## src/rtl/tt_sweep_ctrl.sv

```systemverilog
// tt_sweep_ctrl: truth-table sweep sequencer for one 3-input gate.
// Optional: define TT_SWEEP_VOTE_EN for 2-of-3 majority capture.
module tt_sweep_ctrl #(
    parameter int unsigned SETTLE_CYCLES = 3
) (
    input  logic       clk,
    input  logic       reset_n,
    input  logic       start,
    input  logic       abort,
    input  logic [7:0] expected,
    input  logic       dut_out,
    output logic       in1,
    output logic       in2,
    output logic       in3,
    output logic       busy,
    output logic       done,
    output logic       pass,
    output logic [7:0] tt_code,
    output logic [7:0] mismatch
);

    typedef enum logic [1:0] {
        IDLE  = 2'd0,
        DRIVE = 2'd1,
        DONE  = 2'd2
    } state_t;

    localparam logic [7:0] SETTLE = 8'(SETTLE_CYCLES);

    state_t     state_q;
    state_t     state_d;
    logic [2:0] vec_q;
    logic [7:0] cnt_q;
    logic [7:0] tt_q;
    logic [7:0] exp_q;
    logic [7:0] mis_q;
    logic       pass_q;

    logic       win_end;
    logic       capture;
    logic       last_vec;
    logic       sample_bit;
    logic [7:0] tt_cap;

`ifdef TT_SWEEP_VOTE_EN
    // The vote looks back two cycles, so the window must hold them.
    if (SETTLE_CYCLES < 2) begin : g_bad_settle
        $error("tt_sweep_ctrl: SETTLE_CYCLES must be >= 2 with voting");
    end

    logic hist1_q;
    logic hist2_q;

    // Two-deep history of dut_out for the majority vote.
    always_ff @(posedge clk) begin
        if (!reset_n) begin
            hist1_q <= 1'b0;
            hist2_q <= 1'b0;
        end else begin
            hist1_q <= dut_out;
            hist2_q <= hist1_q;
        end
    end

    assign sample_bit = (dut_out & hist1_q) |
                        (dut_out & hist2_q) |
                        (hist1_q & hist2_q);
`else
    assign sample_bit = dut_out;
`endif

    assign win_end  = (cnt_q == SETTLE);
    assign last_vec = (vec_q == 3'd7);
    assign capture  = (state_q == DRIVE) && !abort && win_end;

    // Current table with this vector's sample merged into bit 7-v.
    always_comb begin
        tt_cap = tt_q;
        tt_cap[3'd7 - vec_q] = sample_bit;
    end

    // State register.
    always_ff @(posedge clk) begin
        if (!reset_n) begin
            state_q <= IDLE;
        end else begin
            state_q <= state_d;
        end
    end

    // Next-state and status decode.
    always_comb begin
        state_d = state_q;
        busy    = 1'b0;
        done    = 1'b0;
        unique case (state_q)
            IDLE: begin
                if (start) begin
                    state_d = DRIVE;
                end
            end
            DRIVE: begin
                busy = 1'b1;
                if (abort) begin
                    state_d = IDLE;
                end else if (capture && last_vec) begin
                    state_d = DONE;
                end
            end
            DONE: begin
                done    = 1'b1;
                state_d = IDLE;
            end
            default: begin
                state_d = IDLE;
            end
        endcase
    end

    // Vector/counter sequencing and result registers.
    always_ff @(posedge clk) begin
        if (!reset_n) begin
            vec_q  <= 3'd0;
            cnt_q  <= 8'd0;
            tt_q   <= 8'h00;
            exp_q  <= 8'h00;
            mis_q  <= 8'h00;
            pass_q <= 1'b0;
        end else begin
            unique case (state_q)
                IDLE: begin
                    if (start) begin
                        exp_q  <= expected;
                        tt_q   <= 8'h00;
                        mis_q  <= 8'h00;
                        pass_q <= 1'b0;
                        vec_q  <= 3'd0;
                        cnt_q  <= 8'd0;
                    end
                end
                DRIVE: begin
                    if (abort) begin
                        vec_q <= 3'd0;
                        cnt_q <= 8'd0;
                    end else if (win_end) begin
                        tt_q  <= tt_cap;
                        cnt_q <= 8'd0;
                        if (last_vec) begin
                            // Final sample: grade the full table now
                            // so pass is valid alongside done.
                            vec_q  <= 3'd0;
                            pass_q <= (tt_cap == exp_q);
                            mis_q  <= tt_cap ^ exp_q;
                        end else begin
                            vec_q <= vec_q + 3'd1;
                        end
                    end else begin
                        cnt_q <= cnt_q + 8'd1;
                    end
                end
                DONE: begin
                    vec_q <= 3'd0;
                end
                default: begin
                    vec_q <= 3'd0;
                end
            endcase
        end
    end

    assign in1      = vec_q[2];
    assign in2      = vec_q[1];
    assign in3      = vec_q[0];
    assign pass     = pass_q;
    assign tt_code  = tt_q;
    assign mismatch = mis_q;

endmodule

```

## config.mk

```make
export PLATFORM = sky130hd
export DESIGN_NAME = tt_sweep_ctrl
export DESIGN_NICKNAME = d
export VERILOG_FILES = /design/src/rtl/tt_sweep_ctrl.sv
export SDC_FILE = /design/constraint.sdc
export NUM_CORES = 1
export LEC_CHECK = 0
export ABC_AREA = 1
export CAP_MARGIN = 30
export CELL_PAD_IN_SITES_DETAIL_PLACEMENT = 0
export CELL_PAD_IN_SITES_GLOBAL_PLACEMENT = 2
export CORE_ASPECT_RATIO = 0.9
export CORE_MARGIN = 2
export CORE_UTILIZATION = 26
export CTS_BUF_LIST = sky130_fd_sc_hd__clkbuf_2
export CTS_CLUSTER_SIZE = 30
export DETAILED_ROUTE_END_ITERATION = 7
export PLACE_DENSITY = 0.83
export SLEW_MARGIN = 10
export SYNTH_ARGS = -nofsm -noshare
export SYNTH_HDL_FRONTEND = slang
export SYNTH_SLANG_ARGS = --single-unit
export TNS_END_PERCENT = 1
```

## constraint.sdc

```tcl
create_clock -name clk -period 1.4 [get_ports clk]
set_input_delay 0.14 -clock clk [delete_from_list [all_inputs] [get_ports clk]]
set_output_delay 0.14 -clock clk [all_outputs]
set_load 0.03 [all_outputs]
```

---- After elaboration in Yosys (flattened, before gate mapping) ----
Cells that the tools add are included.
operators by class
  add/sub/neg operators ................... 3
  magnitude comparators ................... 2
  equality and inequality tests ........... 11
  muxes and demuxes ....................... 30
  bitwise operators ....................... 1
  reduce and logical (&&, ||, !) cells .... 13
operators by type and width
  kind                                                   number
  two-way mux 8 bit                                      8
  case mux 8 bit (2 select lines)                        3
  two-way mux 3 bit                                      4
  adder 8 x 1 -> 8 bit, second input constant            1
  bitwise mux 8 bit                                      1
  equality test 8 x 2 -> 1 bit, second input constant    1
  equality test 8 bit                                    1
  inequality test 2 bit, second input constant           4
  AND reduction 2 bit                                    4
  bitwise XOR 8 bit                                      1
  two-way mux 1 bit                                      7
  two-way mux 2 bit                                      3
  case mux 3 bit (2 select lines)                        1
  AND reduction 5 bit                                    1
  logical AND 1 bit                                      4
  < comparator 3 x 4 -> 1 bit, second input constant     1
  case mux 2 bit (2 select lines)                        1
  AND reduction 4 bit                                    1
  adder 3 x 1 -> 3 bit, second input constant            1
  demux 1 bit (select 3 bit)                             1
  equality test 3 bit, second input constant             1
  >= comparator 3 x 1 -> 1 bit, second input constant    1
  inequality test 3 x 2 -> 1 bit, second input constant  1
  inequality test 3 bit, second input constant           1
  other kinds (7)                                        7
storage, ports and cells
  bits in registers ....................... 38

---- Depth between registers and ports, before layout ----
Gate-level depths: netlist (run 1).
  word-level depth ........................ 11
  gate-level depth with buffers ........... 10
  depth with buffers taken out ............ 10

---- Least setup slack after synthesis (run 1) ----
No wires, ideal clock.
  path kind ............................... reg2reg
  start point ............................. register vec_q[1]
  end point ............................... register mis_q[6] (netlist: mismatch[6])
  arrival ................................. 1517 ps
  data required time ...................... 1330 ps
  slack ................................... -187 ps
  cell stages (with the launch flop) ...... 8
  path buffers ............................ 0
  period minus slack after synthesis ...... 1587 ps
  cell sequence ........................... dfxtp_1 > ha_1 > ha_1 > inv_1 > nand2_1 > nand4_1 > or2_0 > a21oi_1
on the way
  longest elaborated chain between the ends .. 11
ends and longest elaborated chain
  what                                                                                               RTL line  source
  from (decl)                                                                                        32        logic [2:0] vec_q;
  from (signal assigned)                                                                             155       vec_q <= vec_q + 3'd1;
  subtractor 3 bit                                                                                   79        tt_cap[3'd7 - vec_q] = sample_bit;
  < comparator 3 x 4 -> 1 bit (not written as such) or >= comparator 3 x 1 -> 1 bit (tied branches)  79
  logical AND 1 bit (not written as such)                                                            79
  two-way mux 1 bit (not written as such)                                                            79
  demux 1 bit (select 3 bit)                                                                         79
  bitwise mux 8 bit                                                                                  79
  bitwise XOR 8 bit                                                                                  153       mis_q <= tt_cap ^ exp_q;
  two-way mux 8 bit                                                                                  148       if (last_vec) begin
  two-way mux 8 bit                                                                                  145       end else if (win_end) begin
  two-way mux 8 bit                                                                                  142       if (abort) begin
  case mux 8 bit (2 select lines)                                                                    130       unique case (state_q)
  to (signal assigned)                                                                               153
  to (decl)                                                                                          36        logic [7:0] mis_q;
Parallel ways exist; a longest one is shown, timed or not. The select of a mux whose other input is x is not followed.
A chain may end at the register's enable or synchronous reset.

---- Worst setup path after layout (run 1) ----
  start point ............................. register cnt_q[0]
  end point ............................... register mis_q[6] (netlist: mismatch[6])
on the way
  longest elaborated chain between the ends .. 3
ends and longest elaborated chain
  what                                    RTL line  source
  from (decl)                             33        logic [7:0] cnt_q;
  from (signal assigned)                  158       cnt_q <= cnt_q + 8'd1;
  equality test 8 x 2 -> 1 bit            72        assign win_end = (cnt_q == SETTLE);
  inequality test 2 bit (no source line)  --
  AND reduction 5 bit (no source line)    --
No other way between the ends.

==> results.toml, run 1 <==
[outcome]
status = "finished with violations"
violations = "negative setup slack"

[critical_path]
worstPathArrival_ps = 1850
reg2reg_setup_slack_ps = -90
cp-end-kind = "flop"
startpoint_type = "flop"
cp_max_fo = 3
critPathKind = "flop to flop"
cp.required_ps = 1760

[placed_design]
portBuffers = 34
dpl.hpwl_um = 4310
placed_area_mm2 = 0.002715
placed_cells = 451
routabilityCongestion = 0.8133

[cells_and_area]
fillers = 748
finalNonFillerCells = 464
drive_gt1_share_pct = 33.69
utilization_pct = 41.62
final_net_count = 386
synthToLayoutAreaGrowth_pct = 53.22
fin_area_mm2 = 0.002975
diodes = 0

[logic_synthesis]
ys_types = 24
ys_warn_count = 0
syn_area_mm2 = 0.001942
ys.flop_type = "dfxtp_1"
synth_area_per_cell_um2 = 6.743
ys_seq_elements = 38
async_flop_share_pct = 0
synthTopCellsByArea = "dfxtp_1, nand2_1, a21oi_1"
synth_edf_count = 0
seq_area_frac_synth_pct = 39.18
synth_nets = 304
syn_inst = 288
synth_commonest_cells = "nand2_1, dfxtp_1, a21oi_1"
synth_most_common_cell = "nand2_1"
synth.top_cell.area_share_pct = 39.18
yosysTopAreaCell = "dfxtp_1"

[grt]
grt_pass1_wl_um = 9666
grt_max_degree = 15
antenna_found_initial = 0
grt_use_total_pct = 15.24
grt_pass1_vias = 2054
gr-total-overflow = 0

[timing]
setup_ws_ps = -88.30
tightest_slew_ps = 308.1
maxSlewViolCount = 0
timing.final.crit_share_pct = 106.3
fmax_mhz = 671.9
skew_ps = 12.55
relSlewSlack_pct = 79.54
setup_tns_ps = -1042
final_hold_viol_count = 0
fin_crit_ps = 1488
rsz0062_at_grt = "true"
setup_viol = 20

[clock_tree]
cts_hold_buf = 0
root_buffer = "clkbuf_2"
cts_max_level = 2
clkLatencyLatePin_ps = 400
cts_buffer_depth = 2
clkSlewWorstSetupHoldPaths_ps = 210
cts_tree = "done"
cts.sink_count = 38
cts_buffers = 5

[route]
wl_um = 5819
drt_iter0_markers = 89
ant_nets = 0
first_pass_iters = 4
avgRoutedWirePerCell_um = 12.54
drc_errors = 0
post_drt_via_cell_ratio = 4.586
vias = 2128

[floorplan]
core_area_mm2 = 0.007148
initial_core_util_pct = 27.17
dieHeight_um = 85.99
die_w_um = 95.10
row_count = 29
io_pins = 35
dieArea_mm2 = 0.008177

[power_and_ir_drop]
powerDensity_mw_per_mm2 = 730.7
ir_drop_v = 0.0003734
p_leak_nw = 1.240
p_total_mw = 2.174

[run]
drv_cap = 0

[worst_hold_path]
worstHoldPathType = "input pin to flop"
-- layout make-up --
class | instances | area (um2) | area share (%)
clock buffer | 5 | 25.02 | 0.8410
clock inverter | 3 | 40.04 | 1.346
inverter | 37 | 146.4 | 4.920
multi-input combinational | 203 | 1134 | 38.10
sequential | 38 | 780.7 | 26.24
tap | 93 | 116.4 | 3.911
timing repair buffer | 85 | 733.2 | 24.64
-- timing repair --
item                       4_1_cts  5_1_grt
setup endpoints to repair       48       42
setup buffers                    0        5
pin swaps                        0       14
hold endpoints to repair         0        0
gates resized for setup         44       60
-- flip-flops by register name, indices dropped and copies added (netlist names) --
signal,count
exp_q,8
mismatch,8
state_q,2
cnt_q,8
tt_code,8
vec_q,3
pass,1
-- worst max-delay path, stage by stage, from the launching register on --
cell and delay (ps):
dfxtp_2 390, ha_4 150, nand2_4 60, nor3_4 220, buf_4 150, nand4_1 120
or2_1 240, a21oi_1 120
-- stage by stage --
step	hold WS [ps]	setup slack, ps
after floorplan	278.4	6.364
after global placement	455.3	-202.6
after detailed placement	457.2	-222.1
after CTS	307.2	-85.87
after global routing	351.7	-186.8
final	324.8	-88.30
-- final timing paths --
check | start | endpoint | depth (start not counted)
max | cnt_q[0] | mismatch[6] | 7
min | expected[2] | exp_q[2] | 3
max reg2reg | cnt_q[0] | mismatch[6] | 7
min reg2reg | mismatch[3] | mismatch[3] | 2
-- layout by cell type, fill, tap and decap left out, types with 3 or more instances in the layout --
cell / synthesis / routed
nand2_1: 72 / 63
buf_4: 2 / 45
a21oi_1: 35 / 32
dfxtp_1: 38 / 30
inv_1: 30 / 27
nand3_1: 33 / 26
nand4_1: 13 / 13
nor2_1: 15 / 12
clkdlybuf4s50_1: 0 / 12
clkbuf_2: 0 / 11
o21ai_0: 11 / 10
nand2_2: 3 / 9
nand3_2: 1 / 8
inv_2: 6 / 7
dlygate4sd2_1: 0 / 7
nor2_4: 2 / 5
nor3_1: 7 / 5
buf_6: 1 / 5
dfxtp_2: 0 / 4
dfxtp_4: 0 / 4
clkdlybuf4s15_1: 0 / 4
nor2_2: 3 / 3
nand2_4: 0 / 3
inv_4: 0 / 3
a21oi_2: 0 / 3
buf_12: 0 / 3
-- cells by family (layout without fill, tap and decap cells) --
family	Yosys count	after routing	synth area share, %
flops	38	38	39.18
simple gates	152	152	36.41
compound gates	48	48	12.37
fa+ha+maj	3	3	1.933
buf+inv	47	130	10.12
-- layer usage --
layer	track usage [%]	vias to the layer above	wire length, um
li1	-	1113	-
met1	21.62	971	2981
met2	23.11	38	2538
met3	2.636	6	219
met4	5.402	0	79
met5	0	-	0
-- power breakdown --
group / internal [mW] / switching [mW]
clock: 0.296 / 0.396
combinational: 0.154 / 0.203
sequential: 1.11 / 0.0196
total: 1.56 / 0.619
Power figures use the tool's default switching activity.
==> inputs of run 2 (changes only) <==
- CORE_ASPECT_RATIO: 0.9 -> not set
==> run 2 against run 1 <==
  * Largest power group unchanged
  * Die area hardly changed
  * Highest routed layer unchanged
  * The run still ends with negative setup slack left
  * Largest cell class unchanged
  * Setup slack got worse by 37 ps
  * Critical path type unchanged
  * Fmax is 2.4% lower
  * Wire length decreased by 2.7%
==> results.toml, run 2 (same netlist as run 1, synthesis figures left out) <==
[route]
drc_errors = 0
post_drt_via_cell_ratio = 4.519
wl_um = 5661
ant_nets = 0
first_pass_iters = 4
vias = 2115
avgRoutedWirePerCell_um = 12.10
drt_iter0_markers = 77

[critical_path]
critPathKind = "flop to flop"
worstPathArrival_ps = 1850
cp_slowest_cell = "dfxtp_2"
cp_max_fo = 3
cp-end-kind = "flop"
startpoint_type = "flop"
max_stage_delay_ps = 410
path_cells = "ha_4, nand2_2, nor3_4, buf_4, nand4_1, or2_1, a21oi_1"
cp.required_ps = 1730

[grt]
grt_pass1_vias = 1950
grt_max_degree = 16
grt_pass1_wl_um = 9418
grt_use_total_pct = 14.21
antenna_found_initial = 0
gr-total-overflow = 0

[power_and_ir_drop]
p_leak_nw = 1.207
powerDensity_mw_per_mm2 = 698.8
p_total_mw = 1.972
ir_drop_v = 0.0003419

[cells_and_area]
synthToLayoutAreaGrowth_pct = 45.36
drive_gt1_share_pct = 27.91
finalNonFillerCells = 468
fillers = 779
final_cell_mix = "nand2_1, buf_4, a21oi_1"
utilization_pct = 38.92
diodes = 0
final_common_cell = "nand2_1"
final_net_count = 384

[timing]
setup_viol = 20
setup_ws_ps = -125.0
timing.final.crit_share_pct = 108.9
maxSlewViolCount = 0
tightest_slew_ps = 318.6
fin_crit_ps = 1525
relSlewSlack_pct = 78.85
fmax_mhz = 655.7
skew_ps = 24.64
rsz0062_at_grt = "true"
final_hold_viol_count = 0

[clock_tree]
cts_buffers = 5
cts_hold_buf = 0
clkSlewWorstSetupHoldPaths_ps = 220
root_buffer = "clkbuf_2"
cts.sink_count = 38
cts_tree = "done"
cts_max_level = 2
clkLatencyLatePin_ps = 390
cts_buffer_depth = 2

[outcome]
violations = "negative setup slack"
status = "finished with violations"

[floorplan]
io_pins = 35
core_area_mm2 = 0.007253
initial_core_util_pct = 26.77
dieHeight_um = 90.42
dieArea_mm2 = 0.008176
die_w_um = 90.42
row_count = 31

[worst_hold_path]
worstHoldPathType = "input pin to flop"

[placed_design]
dpl.hpwl_um = 4273
portBuffers = 34
placed_cells = 460
routabilityCongestion = 0.8311

[run]
drv_cap = 0
-- run 2: cell count changes in the layout (fill, tap and decap cells not counted), sizes merged --
cell,delta
clkbuf,-4
dlygate4sd2,+4
buf,-1
bufinv,-1
clkinv,+1
inv,-1
-- run 2: cell type report --
class / count / area, um2 / area share, %
multi-input combinational: 203 / 1037 / 36.75
sequential: 38 / 779.5 / 27.62
timing repair buffer: 83 / 699.4 / 24.78
inverter: 37 / 143.9 / 5.098
tap: 99 / 123.9 / 4.388
clock buffer: 6 / 30.03 / 1.064
clock inverter: 2 / 8.758 / 0.3103
-- run 2: per-stage QoR --
stage               worst slack [ps]  hold WS (ps)  cell area (um2)  setup TNS [ps]
floorplan                      6.364         278.4             1948               0
detailed placement            -180.9         453.8             2733           -2056
global placement              -156.7         450.6             2733           -1891
finish                        -125.0         369.8             2823           -1325
global route                  -242.3         336.6             2823           -3846
CTS                           -121.1         333.4             2801           -1301
-- run 2: final timing paths --
path | start | to | slack, ps | depth (start not counted)
max | cnt_q[1] | mismatch[6] | -120 | 7
min | expected[4] | exp_q[4] | 370 | 3
max reg2reg | cnt_q[1] | mismatch[6] | -120 | 7
min reg2reg | mismatch[2] | mismatch[2] | 470 | 2
-- run 2: repair_timing --
| action | 4_1_cts | 5_1_grt |
|---|---|---|
| setup buffers | 0 | 0 |
| pin swaps | 2 | 6 |
| endpoints found under the setup margin | 44 | 41 |
| gates cloned | 0 | 0 |
| gates resized for setup | 49 | 27 |
-- run 2: power breakdown --
part | switching (mW) | internal (mW)
Combinational | 0.190 | 0.156
Clock | 0.376 | 0.123
Sequential | 0.0201 | 1.11
-- run 2: per-layer routing --
layer  part of all wire, %  GRT usage (%)  routed length, um
met1                    48          18.47               2744
met2                    47          23.75               2684
met3                   3.5          3.172                199
met4                  0.58          3.846                 33
met5                     0              0                  0
-- run 2: worst max-delay path, delay by kind of cell (launching register included) --
family / cells / cell delay (ps)
simple gates: 4 / 630
buf+inv: 1 / 140
compound gates: 1 / 110
flops: 1 / 410
fa+ha+maj: 1 / 150
